File: src/rtl/imm_pkg.sv
// imm_pkg: format op encodings, opcodes and funct3 constants for immediate generation
package imm_pkg;
  typedef enum logic [2:0] {
    SEXT_I    = 3'd0,
    SEXT_S    = 3'd1,
    SEXT_B    = 3'd2,
    SEXT_J    = 3'd3,
    SEXT_U    = 3'd4,
    SEXT_Z    = 3'd5,
    SEXT_RSV  = 3'd6,
    SEXT_AUTO = 3'd7
  } sext_op_e;
  localparam logic [6:0] OPC_OP_IMM   = 7'b0010011;
  localparam logic [6:0] OPC_LOAD     = 7'b0000011;
  localparam logic [6:0] OPC_JALR     = 7'b1100111;
  localparam logic [6:0] OPC_OP_IMM32 = 7'b0011011;
  localparam logic [6:0] OPC_STORE    = 7'b0100011;
  localparam logic [6:0] OPC_BRANCH   = 7'b1100011;
  localparam logic [6:0] OPC_JAL      = 7'b1101111;
  localparam logic [6:0] OPC_LUI      = 7'b0110111;
  localparam logic [6:0] OPC_AUIPC    = 7'b0010111;
  localparam logic [6:0] OPC_SYSTEM   = 7'b1110011;
  localparam logic [2:0] F3_SLL    = 3'b001;
  localparam logic [2:0] F3_SRX    = 3'b101;
  localparam logic [2:0] F3_CSRRWI = 3'b101;
  localparam logic [2:0] F3_CSRRSI = 3'b110;
  localparam logic [2:0] F3_CSRRCI = 3'b111;
endpackage

File: src/rtl/imm_decode.sv
// imm_decode: resolves the immediate format and produces the XLEN-wide extended immediate
module imm_decode import imm_pkg::*; #(
  parameter int XLEN = 32
) (
  input  logic [2:0]      op,
  input  logic [31:0]     din,
  output logic [XLEN-1:0] ext,
  output logic [2:0]      fmt,
  output logic            illegal
);
  logic [6:0] opcode;
  logic [2:0] funct3;
  logic csr_imm;
  logic shamt;
  logic [XLEN-1:0] shamt_ext;
  assign opcode = din[6:0];
  assign funct3 = din[14:12];
  assign csr_imm = funct3 inside {F3_CSRRWI, F3_CSRRSI, F3_CSRRCI};
  assign shamt = fmt == SEXT_I && (opcode == OPC_OP_IMM || opcode == OPC_OP_IMM32)
                 && (funct3 == F3_SLL || funct3 == F3_SRX);
  assign shamt_ext = (XLEN == 64 && opcode == OPC_OP_IMM) ? XLEN'(din[25:20]) : XLEN'(din[24:20]);
  // format resolution: explicit op passes through, AUTO maps the opcode, unknowns flag illegal as I
  always_comb begin
    fmt = SEXT_I;
    illegal = 1'b0;
    if (op == SEXT_AUTO) begin
      case (opcode)
        OPC_OP_IMM, OPC_LOAD, OPC_JALR: fmt = SEXT_I;
        OPC_OP_IMM32:                   illegal = XLEN != 64;
        OPC_STORE:                      fmt = SEXT_S;
        OPC_BRANCH:                     fmt = SEXT_B;
        OPC_JAL:                        fmt = SEXT_J;
        OPC_LUI, OPC_AUIPC:             fmt = SEXT_U;
        OPC_SYSTEM: begin
          fmt = csr_imm ? SEXT_Z : SEXT_I;
          illegal = !csr_imm;
        end
        default:                        illegal = 1'b1;
      endcase
    end else if (op == SEXT_RSV) illegal = 1'b1;
    else fmt = op;
  end
  // immediate assembly per resolved format; illegal words yield zero
  always_comb begin
    ext = '0;
    if (!illegal) begin
      case (fmt)
        SEXT_I:  ext = shamt ? shamt_ext : XLEN'($signed(din[31:20]));
        SEXT_S:  ext = XLEN'($signed({din[31:25], din[11:7]}));
        SEXT_B:  ext = XLEN'($signed({din[31], din[7], din[30:25], din[11:8], 1'b0}));
        SEXT_J:  ext = XLEN'($signed({din[31], din[19:12], din[20], din[30:21], 1'b0}));
        SEXT_U:  ext = XLEN'($signed({din[31:12], 12'b0}));
        SEXT_Z:  ext = XLEN'(din[19:15]);
        default: ext = '0;
      endcase
    end
  end
endmodule

File: src/rtl/imm_gen_stage.sv
// imm_gen_stage: registered immediate generator with a two-entry valid/ready skid pipeline
module imm_gen_stage import imm_pkg::*; #(
  parameter int XLEN  = 32,
  parameter int TAG_W = 32
) (
  input  logic             clk_i,
  input  logic             rst_i,
  input  logic             flush_i,
  input  logic             in_valid_i,
  output logic             in_ready_o,
  input  logic [2:0]       sext_op_i,
  input  logic [31:0]      din,
  input  logic [TAG_W-1:0] tag_i,
  output logic             out_valid_o,
  input  logic             out_ready_i,
  output logic [XLEN-1:0]  ext_o,
  output logic [2:0]       fmt_o,
  output logic             illegal_o,
  output logic [TAG_W-1:0] tag_o
);
  localparam int W = TAG_W + 4 + XLEN;
  logic [XLEN-1:0] dec_ext;
  logic [2:0] dec_fmt;
  logic dec_ill;
  logic [W-1:0] res, out_q, skid_q;
  logic out_v, skid_v, in_fire, out_fire;
  imm_decode #(.XLEN(XLEN)) u_dec (
    .op(sext_op_i),
    .din(din),
    .ext(dec_ext),
    .fmt(dec_fmt),
    .illegal(dec_ill)
  );
  assign res = {tag_i, dec_ill, dec_fmt, dec_ext};
  assign in_ready_o = !skid_v && !rst_i;
  assign in_fire = in_valid_i && in_ready_o;
  assign out_fire = out_v && out_ready_i;
  assign out_valid_o = out_v;
  assign {tag_o, illegal_o, fmt_o, ext_o} = out_q;
  // output register refills from skid first, then from the input; a stalled output diverts input to skid
  always_ff @(posedge clk_i) begin
    if (rst_i) begin
      out_v <= 1'b0;
      skid_v <= 1'b0;
      out_q <= '0;
      skid_q <= '0;
    end else if (flush_i) begin
      out_v <= 1'b0;
      skid_v <= 1'b0;
    end else if (out_fire || !out_v) begin
      out_v <= skid_v || in_fire;
      skid_v <= 1'b0;
      if (skid_v) out_q <= skid_q;
      else if (in_fire) out_q <= res;
    end else if (in_fire) begin
      skid_v <= 1'b1;
      skid_q <= res;
    end
  end
endmodule

File: config.mk
export PLATFORM = sky130hd
export DESIGN_NAME = imm_gen_stage
export DESIGN_NICKNAME = d
export VERILOG_FILES = /design/src/rtl/imm_pkg.sv /design/src/rtl/imm_decode.sv /design/src/rtl/imm_gen_stage.sv
export SDC_FILE = /design/constraint.sdc
export NUM_CORES = 1
export LEC_CHECK = 0
export CORE_ASPECT_RATIO = 1.4
export CORE_MARGIN = 2
export CORE_UTILIZATION = 45
export DETAILED_ROUTE_END_ITERATION = 8
export PLACE_DENSITY = 0.73
export RECOVER_POWER = 100
export SLEW_MARGIN = 25
export SYNTH_ARGS = -nofsm -noshare
export SYNTH_HDL_FRONTEND = slang
export SYNTH_SLANG_ARGS = --single-unit
File: constraint.sdc
create_clock -name clk_i -period 4.3 [get_ports clk_i]
set_input_delay 0.86 -clock clk_i [delete_from_list [all_inputs] [get_ports clk_i]]
set_output_delay 0.86 -clock clk_i [all_outputs]
set_load 0.05 [all_outputs]
==> results of run 1 <==
## cells in the final DEF, fill, tap and decap left out, types with 7 or more instances in the layout
master                            netlist  routed
sky130_fd_sc_hd__a211oi_1              44      47
sky130_fd_sc_hd__a21oi_1               58      58
sky130_fd_sc_hd__a31oi_1               11      11
sky130_fd_sc_hd__a32oi_1                8       8
sky130_fd_sc_hd__and3_1                11      11
sky130_fd_sc_hd__buf_4                  0       7
sky130_fd_sc_hd__clkbuf_16              0      17
sky130_fd_sc_hd__clkdlybuf4s50_1        0      66
sky130_fd_sc_hd__dfxtp_1              138     137
sky130_fd_sc_hd__dlygate4sd3_1          0      74
sky130_fd_sc_hd__inv_1                  8       8
sky130_fd_sc_hd__mux2i_1               33      33
sky130_fd_sc_hd__nand2_1              118     118
sky130_fd_sc_hd__nand3_1               21      21
sky130_fd_sc_hd__nor2_1                74      74
sky130_fd_sc_hd__o21ai_0               20      20
sky130_fd_sc_hd__o221ai_1              10      10
## state kept, by name (all words and copies together), names as in the netlist
name / flops
out_valid_o: 1
skid_v: 1
out_q: 68
skid_q: 68
## worst paths after layout
path / start / endpoint / slack, ns / cells after the start
worst max-delay path: sext_op_i[0] / skid_q[9]$_SDFFE_PP0P_ / 0.73 / 8
worst min-delay path: skid_q[48]$_SDFFE_PP0P_ / skid_q[48]$_SDFFE_PP0P_ / 0.45 / 2
worst max register to register: skid_v$_SDFFE_PP0P_ / out_q[7]$_SDFFE_PP0P_ / 0.87 / 6
worst min register to register: skid_q[48]$_SDFFE_PP0P_ / skid_q[48]$_SDFFE_PP0P_ / 0.45 / 2
## metal layers
metal	up-vias	wire, um	part of all wire
met5	-	0	0
met4	0	600	0.032
met3	52	1420	0.077
met2	236	9400	0.51
met1	2851	7100	0.38
li1	2809	-	-
## layout make-up
cell class                 instances  area (sq um)  share of cell area
antenna                            1          2.50            0.000306
clock buffer                      19           453              0.0555
clock inverter                    12           124              0.0152
inverter                           8          30.0             0.00368
multi-input combinational        507          3070               0.376
sequential                       138          2770               0.339
tap                              182           228              0.0279
timing repair buffer             153          1500               0.183
## per-stage QoR
| step | instances | power [W] | utilization |
|---|---|---|---|
| after floorplan | 709 | 0.00164 | - |
| after global placement | 988 | 0.00183 | 0.573 |
| after detailed placement | 988 | 0.00184 | 0.573 |
| after CTS | 1019 | 0.00327 | 0.616 |
| after global routing | 1020 | 0.00333 | 0.613 |
| final | 1020 | 0.00322 | 0.613 |
## power by group through the flow
stage | combinational (W) | clock (W) | sequential, W
finish | 0.000459 | 0.00143 | 0.00134
global route | 0.000487 | 0.00150 | 0.00134
global placement | 0.000467 | 0 | 0.00136
CTS | 0.000474 | 0.00145 | 0.00134
detailed placement | 0.000472 | 0 | 0.00137
floorplan | 0.000160 | 0 | 0.00148
## Yosys cell counts (all sizes together) (2+ instances only)
library cell / n / area [sq um]
o21ai: 23 / 130
nor2: 74 / 278
o2111ai: 2 / 17.5
a211oi: 48 / 388
a22o: 5 / 43.8
and3: 11 / 68.8
a2111oi: 5 / 81.3
nand2b: 2 / 12.5
a211o: 2 / 18.8
nor4: 2 / 18.8
buf: 8 / 36.3
a22oi: 6 / 45.0
o2111a: 2 / 22.5
nor2b: 4 / 25.0
a221o: 4 / 40.0
nand4: 5 / 31.3
mux2i: 33 / 330
o2bb2ai: 5 / 68.8
a221oi: 6 / 52.6
a41o: 2 / 20.0
o211a: 5 / 50.1
or4: 2 / 18.8
dfxtp: 138 / 2760
and2: 4 / 27.5
nand3: 21 / 105
a32oi: 8 / 70.1
or3: 2 / 12.5
nand2: 118 / 443
a21oi: 59 / 299
nor3: 4 / 20.0
a31oi: 12 / 81.3
o211ai: 4 / 30.0
or2: 2 / 12.5
o221ai: 10 / 87.6
inv: 8 / 30.0
clkbuf: 48 / 180
## worst max-delay path, stage by stage
cell and delay, ns:
sky130_fd_sc_hd__dlygate4sd3_1 0.72, sky130_fd_sc_hd__nand3_1 0.24, sky130_fd_sc_hd__a2111oi_0 0.55, sky130_fd_sc_hd__o31ai_1 0.17
sky130_fd_sc_hd__clkbuf_1 0.34, sky130_fd_sc_hd__a211oi_1 0.74, sky130_fd_sc_hd__a22oi_1 0.16, sky130_fd_sc_hd__nor2_1 0.12
## cell families after synthesis
| kind of cell | share of synthesized area |
|---|---|
| buffers and inverters | 0.0404 |
| XOR/XNOR | 0.00144 |
| AND/OR/NAND/NOR | 0.186 |
| flip-flops | 0.453 |
| AO/OA/AOI/OAI | 0.263 |
| multiplexers | 0.0560 |
==> impl_summary.md, run 1 <==
Logic synthesis
The number of standard cells after synthesis is 709. The netlist area before placement is slightly above 6000 sq um. A synthesized cell averages 8.60 sq um. In the synthesized netlist the dominant register cell turns out to be sky130_fd_sc_hd__dfxtp_1. The count of distinct cell types in the synthesized netlist is 65.

For this run, the number of Yosys warnings is 0. The number of register bits inferred by synthesis is about 140. In this run, synthesis inferred 0 flip-flops with an integrated enable. Counting every net in the synthesized netlist gives 781.

The part of the Yosys area used for sequential elements is 0.453. In the synthesized netlist the async set-or-reset flop fraction comes to 0.

CTS
Post-CTS repair changed the size of 0 cells. The number of buffers inserted to repair setup after CTS is 0. The clock passes through at most 2 buffers. The H-tree was split into 4 levels.

After clock tree synthesis, the clock-pin slew on the worst setup and hold paths is around 0.06 ns. Buffers inserted during clock tree synthesis total 17. The master cell of the clock root buffer is sky130_fd_sc_hd__clkbuf_16.

The number of hold buffers added after cts is 0. The insertion delay to the later sink of the worst-skew pair is 0.41 ns. TritonCTS built the clock tree.

The clock sink count is 138.

Worst setup path
STA classifies the critical path endpoint as a flip-flop. The biggest fanout along the worst timing path is 14. The start-to-end type of the worst setup path is input pin to flip-flop. The data arrival time of the worst path is 3.92 ns.

The worst setup path is launched from an input pin. The required time reported for the critical path endpoint is 4.65 ns.

Place
During placement, the flow inserted port buffers numbering 141. The sum of net half-perimeters after detailed placement is ~12 mm. The worst-case setup slack after placement is 0.816 ns.

The congestion estimate from routability-driven global placement came to 0.904. The placement-stage cell area is 7630 sq um.

Pwr
The worst voltage drop across the vdd grid is 0.000358 V. Cell internal power was estimated by the tool at roughly 0.0024 W. Of the total power, the share spent switching nets is 0.269. The share of total power dissipated in sequential elements is 0.415. Power spread over the standard cell area amounts to around 390 nW/um^2. The reported leakage power is 3.02 nW. The share of total power dissipated in the clock network is 0.443. Summed over all nets, the switching power comes to just under 0.0009 W.

Of the total power, combinational logic draws 0.142.

Global route
The initial antenna violation count was 1. The total track usage is 0.257. The largest net degree at the start of global routing is 126. The total overflow left after global routing is 0. The fraction of met2 tracks used by global routing is 0.433.

The wire length of the first global-routing pass is ~30 mm. The global routing stage identified its most utilized layer as met2. For met1 alone, demand over resource in global routing was 0.298.

In the global route stage, met3 resource usage came out at 0.0650. The via count of the first global-routing pass is around 6000.

STA
The period utilization is 0.830. Setup violations remaining at the end of the flow were counted as 0. In the post-route analysis, the smallest setup slack over all paths is around 0.73 ns. The number of pins with negative max-slew slack in the final report came to 9. The post-route worst hold slack is around 0.45 ns. Clock skew on the completed layout was measured at approximately 0.0054 ns. Setup repair after global routing left no endpoint under its margin. The final hold violation count is 0.

The setup TNS is 0 ns. The transition time at the pin with the least slew margin is 1.50 ns. The maximum operating frequency is 280 MHz. The worst pin sits at a relative slew slack of -0.00783. The post-layout minimum cycle time is 3.57 ns.

Routing
The number of remaining DRC errors is 0. The routed layout has 5948 vias. The detail route stage leaves a number of antenna-violating nets equal to 0.

The final layout contains routed wiring with a total length of 18.5 mm. Dividing the detail-routed wire length by the instance count gives 18.2 um. The length of the first detailed-routing pass in iterations is 5. The post-detailed-route via-to-cell ratio is 5.83. The starting DRC count in detailed routing is 397.

Min path
The worst hold-check path type is flip-flop to flip-flop.

Cells and area
The final instance area is between 8000 and 9000 sq um. The filler cells instantiated in the layout total 1203. In the final layout, the share of cells above drive strength 1 is 0.0729. The net count reported at finish is 897. The synthesis-to-finish area growth is 33.9%.

Job
The number of max-cap violations is 1.

Run status
The final reports fail on capacitance limit, slew limit. The run finished, with violations left.

Die
The die outline area is 14500 sq um. In this run the count of I/O pins placed on the die edge is 142. The initial standard-cell utilization of the core is 0.457.

The total area inside the core boundary comes to 13300 sq um. The die is 142 um tall. In this run the horizontal extent of the chip is between 100 and 150 um. In this run the core area contains 50 standard-cell rows.
No activity file was read; power rests on OpenSTA's default activity.
==> run 2: changes to the inputs <==
==> constraint.sdc (replaced) <==
create_clock -name clk_i -period 3.64 [get_ports clk_i]
set_input_delay 0.728 -clock clk_i [delete_from_list [all_inputs] [get_ports clk_i]]
set_output_delay 0.728 -clock clk_i [all_outputs]
set_load 0.05 [all_outputs]
==> run 2 against run 1 <==
  * The run now ends clean
  * Setup slack worse by 0.35 ns
  * Sequential share of layout area fell by 0.21 points
  * Clock power rose by 23%
  * Clock skew rose by 0.0041 ns
  * Sequential power rose by 18%
  * First-iteration DRC count fell by 2.3%
  * Combinational power rose by 19%
  * Global-route usage increased by 0.24 points
  * Non-clock buffer count increased by 4
  * Largest cell class unchanged
==> impl_summary.md, run 2 (synthesis results as in run 1) <==
Pwr
Of the total power, the share spent switching nets is 0.266. The internal power consumption is 0.00285 W. The share of total power dissipated in sequential elements is 0.406.

The worst voltage drop across the vdd grid is 0.000309 V. Power spread over the standard cell area amounts to between 400 and 500 nW/um^2. The share of power burned in the clock network is 0.454. For this design the static power due to leakage is 3.07 nW. The net switching power of the design is 0.00103 W. Of the total power, combinational logic draws 0.140.

Worst setup path
The data arrival time of the worst path is 3.60 ns. The startpoint identified for the worst register-to-register timing path is skid_v$_SDFFE_PP0P_. The worst setup path is launched from an input pin. The required time reported for the critical path endpoint is 3.98 ns. The kind of capture point of the worst setup path is a flip-flop. In this run the register-to-register setup slack is 0.73 ns. The biggest fanout along the worst timing path is 8. Measured in cells, the most critical reg-to-reg path has a length of 6. The start-to-end type of the worst setup path is input pin to flip-flop. The worst register-to-register path ends at out_q[2]$_SDFFE_PP0P_.

STA
The maximum operating frequency is 307 MHz. The setup TNS is 0 ns. The final critical-path setup slack is 0.382 ns. The number of pins with negative max-slew slack in the final report came to 0. Setup repair after global routing left no endpoint under its margin. The post-route worst hold slack is 0.454 ns. The period utilization is 0.895. The transition time at the pin with the least slew margin is ~1.4 ns. The post-layout minimum cycle time is 3.26 ns. The worst clock skew on the final layout is 0.00948 ns. The final hold violation count is 0.

The worst-case headroom to the max-slew limit is 0.0532. The setup violation total in the final timing report is 0.

Cells and area
In the layout the commonest cells are sky130_fd_sc_hd__dfxtp_1 (137), sky130_fd_sc_hd__nand2_1 (118), sky130_fd_sc_hd__nor2_1 (74), sky130_fd_sc_hd__dlygate4sd3_1 (74), sky130_fd_sc_hd__clkdlybuf4s50_1 (66). Of the cells placed in the final design, the portion with a size suffix greater than 1 is 0.0819. The count of inserted antenna diode cells is 0. The finished cells cover a little over 8000 sq um. The total of fill cells in the finished design is between 1000 and 1500. Relative to the synthesized area, the layout overhead comes to 34.8%. After the flow finishes, the layout carries non-filler instances totaling 1024. The net count reported at finish is about 900. The largest registers in the layout are out_q: 68 flops, skid_q: 68 flops.

The library cell used most frequently in the layout, excluding fill and tap cells, is sky130_fd_sc_hd__dfxtp_1.

Routing
For this run, design rule violations remaining after detail routing come to 0. The starting DRC count in detailed routing is approximately 390. The length of the first detailed-routing pass in iterations is 5. Dividing the detail-routed via count by the number of cells gives 5.78. The detailed route wirelength on metal3 is around 1.3 mm. The total vias in the final route is 5923. The count of nets left with antenna violations once routing finished came out at 0. The highest metal layer carrying signal wires in the routed design is met4. The wire length on met1 is 7.02 mm. In the final routed layout, each cell accounts on average for 17.9 um. The detailed route wirelength on metal2 is approximately 9.5 mm. The final routed wirelength across all metal layers is between 15 and 20 mm.

Die
The number of standard-cell rows in the floorplan is 50. The die covers 14500 sq um. 142 I/O pins were placed. For this configuration, the core starts out at a cell density of 0.457.

From left edge to right edge, the die measures 102 um. The placeable core region is 13300 sq um. The floorplan step set the die height to 142 um.

CTS
The clock passes through at most 2 buffers. The post-CTS clock slew at the launch and capture registers of the worst setup and hold paths is 0.06 ns. The insertion delay to the later sink of the worst-skew pair is about 0.41 ns. The number of H-tree levels is 4.

In this run, CTS created clock tree buffers numbering 17. The number of hold buffers added after cts is 0. The number of buffers inserted to repair setup after CTS is 0. Clock tree synthesis selected as its root buffer the cell sky130_fd_sc_hd__clkbuf_16. For this design, the sink count on the clock tree is 138. The clock tree from TritonCTS is built. The post-cts gate resize count is 0.

Global route
The initial antenna violation count is 0. The largest net degree at the start of global routing is about 130. The wire length of the first global-routing pass is 29.6 mm. The via count of the first global-routing pass is 5935. The residual overflow from global routing is 0. For this run, the total global-route usage over all layers was measured as 0.259.

Min path
The endpoint of the worst hold path is skid_q[67]$_SDFFE_PP0P_. In this run the worst hold path is classified as flip-flop to flip-flop. The worst hold path was traced through 2 stages. The worst hold path begins at skid_q[67]$_SDFFE_PP0P_.

Place
The worst-case setup slack after placement is around 0.35 ns. The total of buffers placed on input and output ports is between 100 and 150. The sum of net half-perimeters after detailed placement is between 10 and 15 mm. The routability congestion estimate from global placement is 0.934. Including well taps, the total number of placed cells is 992.

The placement-stage cell area is 7660 sq um.

Job
Across the run, the number of max-cap violations was 0.

Run status
The run finished with clean final reports.
[run 2: changes by cell type in the layout (fill, tap and decap cells not counted), moves of 2 or more]
cell and delta:
sky130_fd_sc_hd__clkinv_2 -3, sky130_fd_sc_hd__clkinv_4 +4, sky130_fd_sc_hd__buf_4 +6, sky130_fd_sc_hd__clkinvlp_4 -2
[run 2: power groups by stage]
stage	logic (W)	clock network [W]	registers [W]
floorplan	0.000189	0	0.00175
global route	0.000580	0.00186	0.00158
detailed placement	0.000561	0	0.00161
finish	0.000545	0.00176	0.00158
global placement	0.000554	0	0.00161
CTS	0.000564	0.00179	0.00158
[run 2: cell type report]
| cell class | count | area, sq um | area share |
|---|---|---|---|
| multi-input cells | 507 | 3060 | 0.373 |
| flip-flops and latches | 138 | 2770 | 0.337 |
| repair buffers | 157 | 1520 | 0.185 |
| clock buffers | 19 | 443 | 0.0539 |
| well taps | 182 | 228 | 0.0277 |
| clock inverters | 13 | 168 | 0.0204 |
| inverters | 8 | 30.0 | 0.00366 |
[run 2: worst max path at each step]
stage / depth (start not counted) / start / endpoint
6_report: 7 / din[4] / out_q[5]$_SDFFE_PP0P_
5_1_grt: 7 / din[4] / out_q[5]$_SDFFE_PP0P_
4_1_cts: 7 / din[5] / skid_q[3]$_SDFFE_PP0P_
3_5_place_dp: 7 / din[5] / skid_q[3]$_SDFFE_PP0P_
3_3_place_gp: 7 / sext_op_i[0] / out_q[19]$_SDFFE_PP0P_
2_1_floorplan: 4 / rst_i / in_ready_o
[run 2: routing by layer]
layer	global-route usage	vias up
met3	0.0749	46
li1	-	2835
met1	0.290	2817
met4	0.105	0
met2	0.454	225
met5	0	-
[run 2: through the flow]
step / total power [W] / utilization
after global routing: 0.00402 / 0.617
after detailed placement: 0.00217 / 0.575
after CTS: 0.00393 / 0.621
final: 0.00389 / 0.617
after floorplan: 0.00194 / -
after global placement: 0.00217 / 0.575
[run 2: critical path, stage by stage]
cell and delay (ns):
sky130_fd_sc_hd__dlygate4sd3_1 0.63, sky130_fd_sc_hd__or3b_1 0.46, sky130_fd_sc_hd__a2111oi_4 0.34, sky130_fd_sc_hd__a211oi_1 0.23, sky130_fd_sc_hd__a2111oi_2 0.87, sky130_fd_sc_hd__a221oi_1 0.19, sky130_fd_sc_hd__nor2_1 0.14
==> run 3: changes to the inputs <==
--- a/config.mk
+++ b/config.mk
@@ -11,7 +11,6 @@
 export DETAILED_ROUTE_END_ITERATION = 8
 export PLACE_DENSITY = 0.73
 export RECOVER_POWER = 100
-export SLEW_MARGIN = 25
 export SYNTH_ARGS = -nofsm -noshare
 export SYNTH_HDL_FRONTEND = slang
 export SYNTH_SLANG_ARGS = --single-unit
==> results of run 3 <==
Final layout, timing and power as in run 2 (identical DEF).
